--- config.mk ---
export PLATFORM = sky130hd
export DESIGN_NAME = serial_subtractor
export DESIGN_NICKNAME = d
export VERILOG_FILES = /design/src/rtl/serial_arith_pkg.sv /design/src/rtl/full_subtractor.sv /design/src/rtl/serial_subtractor.sv
export SDC_FILE = /design/constraint.sdc
export NUM_CORES = 1
export LEC_CHECK = 0
export CAP_MARGIN = 5
export CORE_MARGIN = 10
export CORE_UTILIZATION = 53
export CTS_BUF_LIST = sky130_fd_sc_hd__clkbuf_4
export CTS_CLUSTER_SIZE = 14
export DETAILED_ROUTE_END_ITERATION = 10
export PLACE_DENSITY_LB_ADDON = 0.1
export SKIP_CTS_REPAIR_TIMING = 1
export SYNTH_ARGS = -nofsm -noshare
export SYNTH_HDL_FRONTEND = slang
export SYNTH_SLANG_ARGS = --single-unit
--- constraint.sdc ---
create_clock -name clk -period 2.1 [get_ports clk]
set_input_delay 0.21 -clock clk [delete_from_list [all_inputs] [get_ports clk]]
set_output_delay 0.21 -clock clk [all_outputs]
set_load 0.03 [all_outputs]
--- src/rtl/serial_arith_pkg.sv ---
// Shared definitions for the bit-serial arithmetic blocks.
//   state_e    : sequencer states (IDLE, SHIFT, DONE)
//   cnt_width  : bit-counter width for a given operand width, $clog2(width)
package serial_arith_pkg;

    typedef enum logic [1:0] {
        IDLE  = 2'd0,
        SHIFT = 2'd1,
        DONE  = 2'd2
    } state_e;

    // A counter of this width indexes every bit position 0..width-1.
    function automatic int unsigned cnt_width(input int unsigned width);
        return (width > 1) ? $clog2(width) : 1;
    endfunction

endpackage

--- src/rtl/full_subtractor.sv ---
// 1-bit combinational full subtractor: d = x - y - bi.
//   x  : minuend bit
//   y  : subtrahend bit
//   bi : borrow in
//   d  : difference bit
//   bo : borrow out
module full_subtractor (
    input  logic x,
    input  logic y,
    input  logic bi,
    output logic d,
    output logic bo
);

    always_comb begin
        d  = x ^ y ^ bi;
        bo = (~x & y) | (~(x ^ y) & bi);
    end

endmodule

--- src/rtl/serial_subtractor.sv ---
// Bit-serial subtractor: diff = a - b - bin, one bit per clock, LSB first.
//   clk   : rising-edge clock
//   rst_n : asynchronous active-low reset
//   start : request, sampled only while ready
//   a, b  : minuend / subtrahend, sampled with accepted start
//   bin   : borrow in, sampled with accepted start
//   ready : idle, able to accept start
//   busy  : shifting
//   done  : one-cycle pulse, result valid
//   diff  : result, held until the next result replaces it
//   bout  : unsigned borrow out (a < b + bin)
//   ovf   : two's-complement overflow
module serial_subtractor
    import serial_arith_pkg::*;
#(
    parameter int unsigned WIDTH = 8
) (
    input  logic             clk,
    input  logic             rst_n,
    input  logic             start,
    input  logic [WIDTH-1:0] a,
    input  logic [WIDTH-1:0] b,
    input  logic             bin,
    output logic             ready,
    output logic             busy,
    output logic             done,
    output logic [WIDTH-1:0] diff,
    output logic             bout,
    output logic             ovf
);

    localparam int unsigned CW = cnt_width(WIDTH);
    localparam logic [CW-1:0] LAST = CW'(WIDTH - 1);

    state_e           state_q, state_d;
    logic [WIDTH-1:0] a_q, a_d, b_q, b_d, res_q, res_d, diff_q, diff_d;
    logic [CW-1:0]    cnt_q, cnt_d;
    logic             br_q, br_d;
    // Operand sign bits are kept aside because the shift registers lose them.
    logic             amsb_q, amsb_d, bmsb_q, bmsb_d;
    logic             bout_q, bout_d, ovf_q, ovf_d, done_q, done_d;
    logic             fs_d, fs_bo;

    full_subtractor u_fs (
        .x  (a_q[0]),
        .y  (b_q[0]),
        .bi (br_q),
        .d  (fs_d),
        .bo (fs_bo)
    );

    always_comb begin
        state_d = state_q;
        a_d     = a_q;
        b_d     = b_q;
        br_d    = br_q;
        res_d   = res_q;
        cnt_d   = cnt_q;
        amsb_d  = amsb_q;
        bmsb_d  = bmsb_q;
        diff_d  = diff_q;
        bout_d  = bout_q;
        ovf_d   = ovf_q;
        done_d  = 1'b0;
        unique case (state_q)
            IDLE: begin
                if (start) begin
                    a_d     = a;
                    b_d     = b;
                    br_d    = bin;
                    amsb_d  = a[WIDTH-1];
                    bmsb_d  = b[WIDTH-1];
                    cnt_d   = '0;
                    state_d = SHIFT;
                end
            end
            SHIFT: begin
                a_d   = a_q >> 1;
                b_d   = b_q >> 1;
                br_d  = fs_bo;
                res_d = {fs_d, res_q[WIDTH-1:1]};
                cnt_d = cnt_q + CW'(1);
                if (cnt_q == LAST) begin
                    state_d = DONE;
                    done_d  = 1'b1;
                    diff_d  = res_d;
                    bout_d  = fs_bo;
                    // fs_d is the result MSB on the final bit.
                    ovf_d   = (amsb_q != bmsb_q) && (fs_d != amsb_q);
                end
            end
            DONE: state_d = IDLE;
            default: state_d = IDLE;
        endcase
    end

    always_ff @(posedge clk or negedge rst_n) begin
        if (!rst_n) begin
            state_q <= IDLE;
            a_q     <= '0;
            b_q     <= '0;
            br_q    <= 1'b0;
            res_q   <= '0;
            cnt_q   <= '0;
            amsb_q  <= 1'b0;
            bmsb_q  <= 1'b0;
            diff_q  <= '0;
            bout_q  <= 1'b0;
            ovf_q   <= 1'b0;
            done_q  <= 1'b0;
        end else begin
            state_q <= state_d;
            a_q     <= a_d;
            b_q     <= b_d;
            br_q    <= br_d;
            res_q   <= res_d;
            cnt_q   <= cnt_d;
            amsb_q  <= amsb_d;
            bmsb_q  <= bmsb_d;
            diff_q  <= diff_d;
            bout_q  <= bout_d;
            ovf_q   <= ovf_d;
            done_q  <= done_d;
        end
    end

    assign ready = (state_q == IDLE);
    assign busy  = (state_q == SHIFT);
    assign done  = done_q;
    assign diff  = diff_q;
    assign bout  = bout_q;
    assign ovf   = ovf_q;

endmodule
### Word level (Yosys, flattened, before mapping)

Cells that the tools add are included.

* bits of input ports: 20
* output and inout port bits: 13
* logic and storage cells: 46
* flip-flop bits (word level): 43

* bitwise gates (word level): 7
* reduce and logical (&&, ||, !) cells: 7
* equality and inequality tests: 6
* add/subtract/negate cells: 1
* muxes and demuxes: 13

Operators with widths (count)
* $pmux 8 s2: 2
* $mux 8: 2
* $reduce_and 2->1: 4
* $pmux 3 s2: 1
* $mux 2: 2
* $pmux 2 s2: 1
* $add 3x1->3 const B: 1
* $eq 3x3->1 const B: 1
* $mux 1: 3
* $mux 3: 1
* $and 1x1->1: 2
* $eq 2x1->1 const B: 1
* $logic_not 2->1: 1
* $ne 1x1->1: 2
* $ne 2x1->1 const B: 1
* $ne 2x2->1 const B: 1
* $not 1->1: 2
* $pmux 1 s2: 1
* $reduce_bool 2->1: 1
* $xor 1x1->1: 2
* $logic_and 1x1->1: 1
* $or 1x1->1: 1

### Longest topological paths before layout

* depth in word-level cells: 5
* mapped depth: 6
* depth with buffers taken out: 5

### Cells and area by module

Synthesis repeated with hierarchy kept, for this count alone.

* cells, all modules: 152
* area, all modules: 1879.3 µm²

Modules (own cells, without submodules)
* serial_subtractor: area an instance 1848.0 µm², times used 1, cells each 148, seq. area each 1051.0 µm²
* full_subtractor: area an instance 31.3 µm², times used 1, cells each 4, seq. area each 0.0 µm²

### Worst setup path before layout

OpenSTA, ideal clock, no wires.

* kind: register to register
* from: reg cnt_q[0]
* to: reg diff_q[4], in the netlist diff[4]
* required time: 1972 ps
* data arrival time: 1395 ps
* clock period less this slack: 1522 ps
* slack: 578 ps
* library setup time: 128 ps
* cell stages (with the launch flop): 6
* buffers on the path: 1
* cells stage by stage: dfrtp_1 > ha_1 > ha_1 > nand3b_2 > buf_2 > mux2_1

* longest elaborated chain between the ends: 2

Ends and longest elaborated chain
* from (decl): RTL line serial_subtractor.sv:37 `logic [CW-1:0] cnt_q, cnt_d;`
* from (signal assigned): RTL line serial_subtractor.sv:117 `cnt_q <= cnt_d;`
* $eq 3x3->1: RTL line serial_subtractor.sv:83 `if (cnt_q == LAST) begin`
* $reduce_and 2->1 (no line)
* to (signal assigned): RTL line serial_subtractor.sv:120 `diff_q <= diff_d;`
* to (decl): RTL line serial_subtractor.sv:36 `logic [WIDTH-1:0] a_q, a_d, b_q, b_d, res_q, res_d, diff_q, diff_d;`

Every way passes these cells.
A chain may end at the register's enable or synchronous reset.

### Worst setup path after layout

* from: reg state_q[0]
* to: out ready

* longest elaborated chain between the ends: 1

Ends and longest elaborated chain
* from (decl): RTL line serial_subtractor.sv:35 `state_e state_q, state_d;`
* from (signal assigned): RTL line serial_subtractor.sv:112 `state_q <= state_d;`
* $logic_not 2->1: RTL line serial_subtractor.sv:127 `assign ready = (state_q == IDLE);`
* to (decl): RTL line serial_subtractor.sv:24 `output logic ready,`

Every way passes these cells.

==> results.sh <==
export IMPL_die_h_um=78.3
export IMPL_vias=1355
export IMPL_regArea_um2=1050
export IMPL_setup_slack_ps=183
export IMPL_drc_errors=0
export IMPL_max_freq_ghz=0.522
export IMPL_power_internal_uw=1870
export IMPL_path_buf_inv=1
export IMPL_startpoint="state_q[0]$_DFFE_PN0P_"
export IMPL_synth_xor_area_frac=0
export IMPL_path_cells="nor2_1 -> clkdlybuf4s50_1"
export IMPL_fill_cells=279
export IMPL_critPathKind="flip-flop to primary output"
export IMPL_grt_pass1_vias=1382
export IMPL_synth_top_family_by_area="compound AO/OA/AOI/OAI gates"
export IMPL_place_inst=242
export IMPL_min_period_ps=1920
export IMPL_clock_skew_ps=15.0
export IMPL_h_tree_depth=2
export IMPL_ys_seq_area_frac=0.583
export IMPL_drt_initial_drc_count=100
export IMPL_synth_seq_cells=42
export IMPL_yosys_warnings=0
export IMPL_period_share=0.913
export IMPL_die_area_um2=6130
export IMPL_slew_limit_headroom=0.407
export IMPL_arrival_ps=1710
export IMPL_critPathCapture="ready"
export IMPL_p_leak_uw=0.00101
export IMPL_globalplace_congestion=0.706
export IMPL_hpwl_mm=2.78
export IMPL_rsz0062_at_grt="no"
export IMPL_start_util=0.544
export IMPL_crit_path_start_kind="flip-flop"
export IMPL_synthMuxAreaShare=0.0625
export IMPL_switching_share=0.390
export IMPL_io_pins=33
export IMPL_maxCapViolations=0
export IMPL_pwr_share_comb=0.435
export IMPL_ys_types=25
export IMPL_clock_latency_ps=350
export IMPL_failed_checks="hold timing"
export IMPL_clk_path_buf_depth=2
export IMPL_root_buffer="clkbuf_4"
export IMPL_viasPerCell=5.44
export IMPL_cts_buffers_inserted=5
export IMPL_drtPass1Iterations=4
export IMPL_cp_end_kind="primary output"
export IMPL_antenna_cells=0
export IMPL_synth_nets=191
export IMPL_netSwitchingPower_uw=1200
export IMPL_clk_pin_slew_ps=120
export IMPL_wl_per_cell_um=15.4
export IMPL_rr_worst_depth=4
export IMPL_tns_ps=0
export IMPL_grt_max_degree=43
export IMPL_cpLargestDelayFamily="buffers and inverters"
export IMPL_coreArea_um2=3310
export IMPL_clkPwrFrac=0.120
export IMPL_nets=226
export IMPL_r2r_slack_ps=500
export IMPL_syn_area_um2=1800
export IMPL_die_w_um=78.3
export IMPL_synth_adder_area_share=0.0250
export IMPL_cts_tree="built"
export IMPL_worstMarginPinSlew_ps=889
export IMPL_required_ps=1890
export IMPL_reg2reg_to="diff[1]$_DFFE_PN0P_"
export IMPL_grt_overflow=0
export IMPL_syn_inst=168
export IMPL_grt_pass1_wl_mm=6.47
export IMPL_final_setup_viol_count=0
export IMPL_slowest_stage="clkdlybuf4s50_1"
export IMPL_avgSynthCellArea_um2=10.7
export IMPL_hold_ws_ps=-37.3
export IMPL_hold_viol=42
export IMPL_ant_nets=0
export IMPL_r2r_start="cnt_q[0]$_DFFE_PN0P_"
export IMPL_rows=21
export IMPL_io_buffers=32
export IMPL_drive_gt1_frac=0.118
export IMPL_path_max_fanout=11
export IMPL_status="finished with violations"
export IMPL_dpl_worst_slack_ps=407
export IMPL_synthSimpleGateAreaFrac=0.127
export IMPL_grtUsageTotal=0.131
export IMPL_hold_class="input port to asynchronous set/reset pin"
export IMPL_max_stage_delay_ps=680
export IMPL_synth_compound_area_frac=0.160
export IMPL_slew_viol_final=0
export IMPL_crit_cells=2
export IMPL_seq_power_share=0.445
export IMPL_layout_cells_non_filler=249
export IMPL_clock_sinks=42
export IMPL_power_density_nw_per_um2=1380
export IMPL_multi_input_area_um2=676
export IMPL_synthToLayoutAreaGrowth_pct=23.0
export IMPL_vdd_drop_max_v=0.000707
export IMPL_antenna_found_initial=0
export IMPL_drt_wl_total_mm=3.84
-- layout make-up --
type,instances,share of cell area
multi-input cells,110,0.305
clock inverters,2,0.00452
well taps,46,0.0260
inverters,5,0.00847
flip-flops and latches,42,0.474
clock buffers,5,0.0169
repair buffers,39,0.165
-- routing by layer --
metal / vias up / routed length (µm) / global-route usage
met5: - / 0 / 0
met1: 658 / 1580 / 0.150
met2: 47 / 1880 / 0.213
met3: 8 / 302 / 0.0535
met4: 0 / 74 / 0.0520
li1: 642 / - / -
-- power by group through the flow --
| stage | registers, µW | logic, µW | clock network (µW) |
|---|---|---|---|
| detailed placement | 1390 | 1340 | 0 |
| finish | 1360 | 1330 | 368 |
| global route | 1410 | 1470 | 423 |
| CTS | 1370 | 1350 | 384 |
| global placement | 1360 | 1280 | 0 |
| floorplan | 1500 | 726 | 0 |
-- worst min-delay path by stage --
stage,start,endpoint,slack [ps],cells after the start
final,rst_n,diff[3]$_DFFE_PN0P_,-40,1
after detailed placement,rst_n,res_q[7]$_DFFE_PN0P_,390,1
after global placement,rst_n,diff[5]$_DFFE_PN0P_,370,1
after CTS,rst_n,res_q[7]$_DFFE_PN0P_,-20,1
after floorplan,rst_n,a_q[0]$_DFFE_PN0P_,-90,0
after global routing,rst_n,a_q[0]$_DFFE_PN0P_,10,1
-- registers in the layout (all words and copies together), names as in the netlist --
name,cells
bout,1
br_q,1
b_q,8
done,1
amsb_q,1
bmsb_q,1
state_q,2
cnt_q,3
ovf,1
diff,8
res_q,7
a_q,8
-- metrics by stage --
stage	hold WS, ps	area, µm²	power, µW	util
CTS	-17.3	2220	3100	0.669
detailed placement	391	2170	2730	0.655
finish	-37.3	2220	3060	0.669
global route	10.8	2220	3300	0.669
global placement	371	2170	2630	0.655
floorplan	-85.6	1800	2230	-
-- cell families after synthesis --
kind of cell,count (synthesis)
and+or+nand+nor,50
DFF,42
adders and majority gates,3
muxes,10
buffers and inverters,16
AOI/OAI and AO/OA,47
-- Yosys cell counts --
master / count / area share
fa_1: 1 / 0.011
nor2b_1: 9 / 0.031
a2bb2oi_1: 3 / 0.015
a22oi_1: 13 / 0.054
o21bai_1: 1 / 0.0042
inv_1: 4 / 0.0083
nor3b_1: 1 / 0.0042
nor2_1: 1 / 0.0021
dfrtp_1: 42 / 0.58
inv_2: 1 / 0.0021
nand2_1: 36 / 0.075
a22o_1: 2 / 0.0097
ha_1: 2 / 0.014
nand3b_2: 1 / 0.0062
nand2b_1: 1 / 0.0035
buf_4: 1 / 0.0042
mux2_2: 6 / 0.037
o21ai_1: 1 / 0.0028
clkbuf_1: 1 / 0.0021
buf_2: 8 / 0.022
a21oi_1: 8 / 0.022
mux2_1: 4 / 0.025
clkbuf_2: 1 / 0.0028
o21ai_0: 19 / 0.053
and3b_1: 1 / 0.0049
-- cell usage in the layout (no fill, tap or decap) --
cell | netlist | layout
a2bb2oi_1 | 3 | 3
dfrtp_1 | 42 | 42
ha_1 | 2 | 2
a22oi_1 | 13 | 13
mux2_1 | 4 | 4
nor2_1 | 1 | 1
and3b_1 | 1 | 1
clkinv_2 | 0 | 2
inv_1 | 4 | 4
clkdlybuf4s50_1 | 0 | 30
fa_1 | 1 | 1
o21ai_0 | 19 | 19
o21ai_1 | 1 | 1
nand2_1 | 36 | 36
nand2b_1 | 1 | 1
a21oi_1 | 8 | 8
buf_2 | 8 | 1
mux2_2 | 6 | 6
nor2b_1 | 9 | 9
nor3b_1 | 1 | 1
nand3b_2 | 1 | 1
clkbuf_4 | 0 | 5
inv_2 | 1 | 1
o21bai_1 | 1 | 1
a22o_1 | 2 | 2
buf_4 | 1 | 8
No activity file was read; power rests on OpenSTA's default activity.
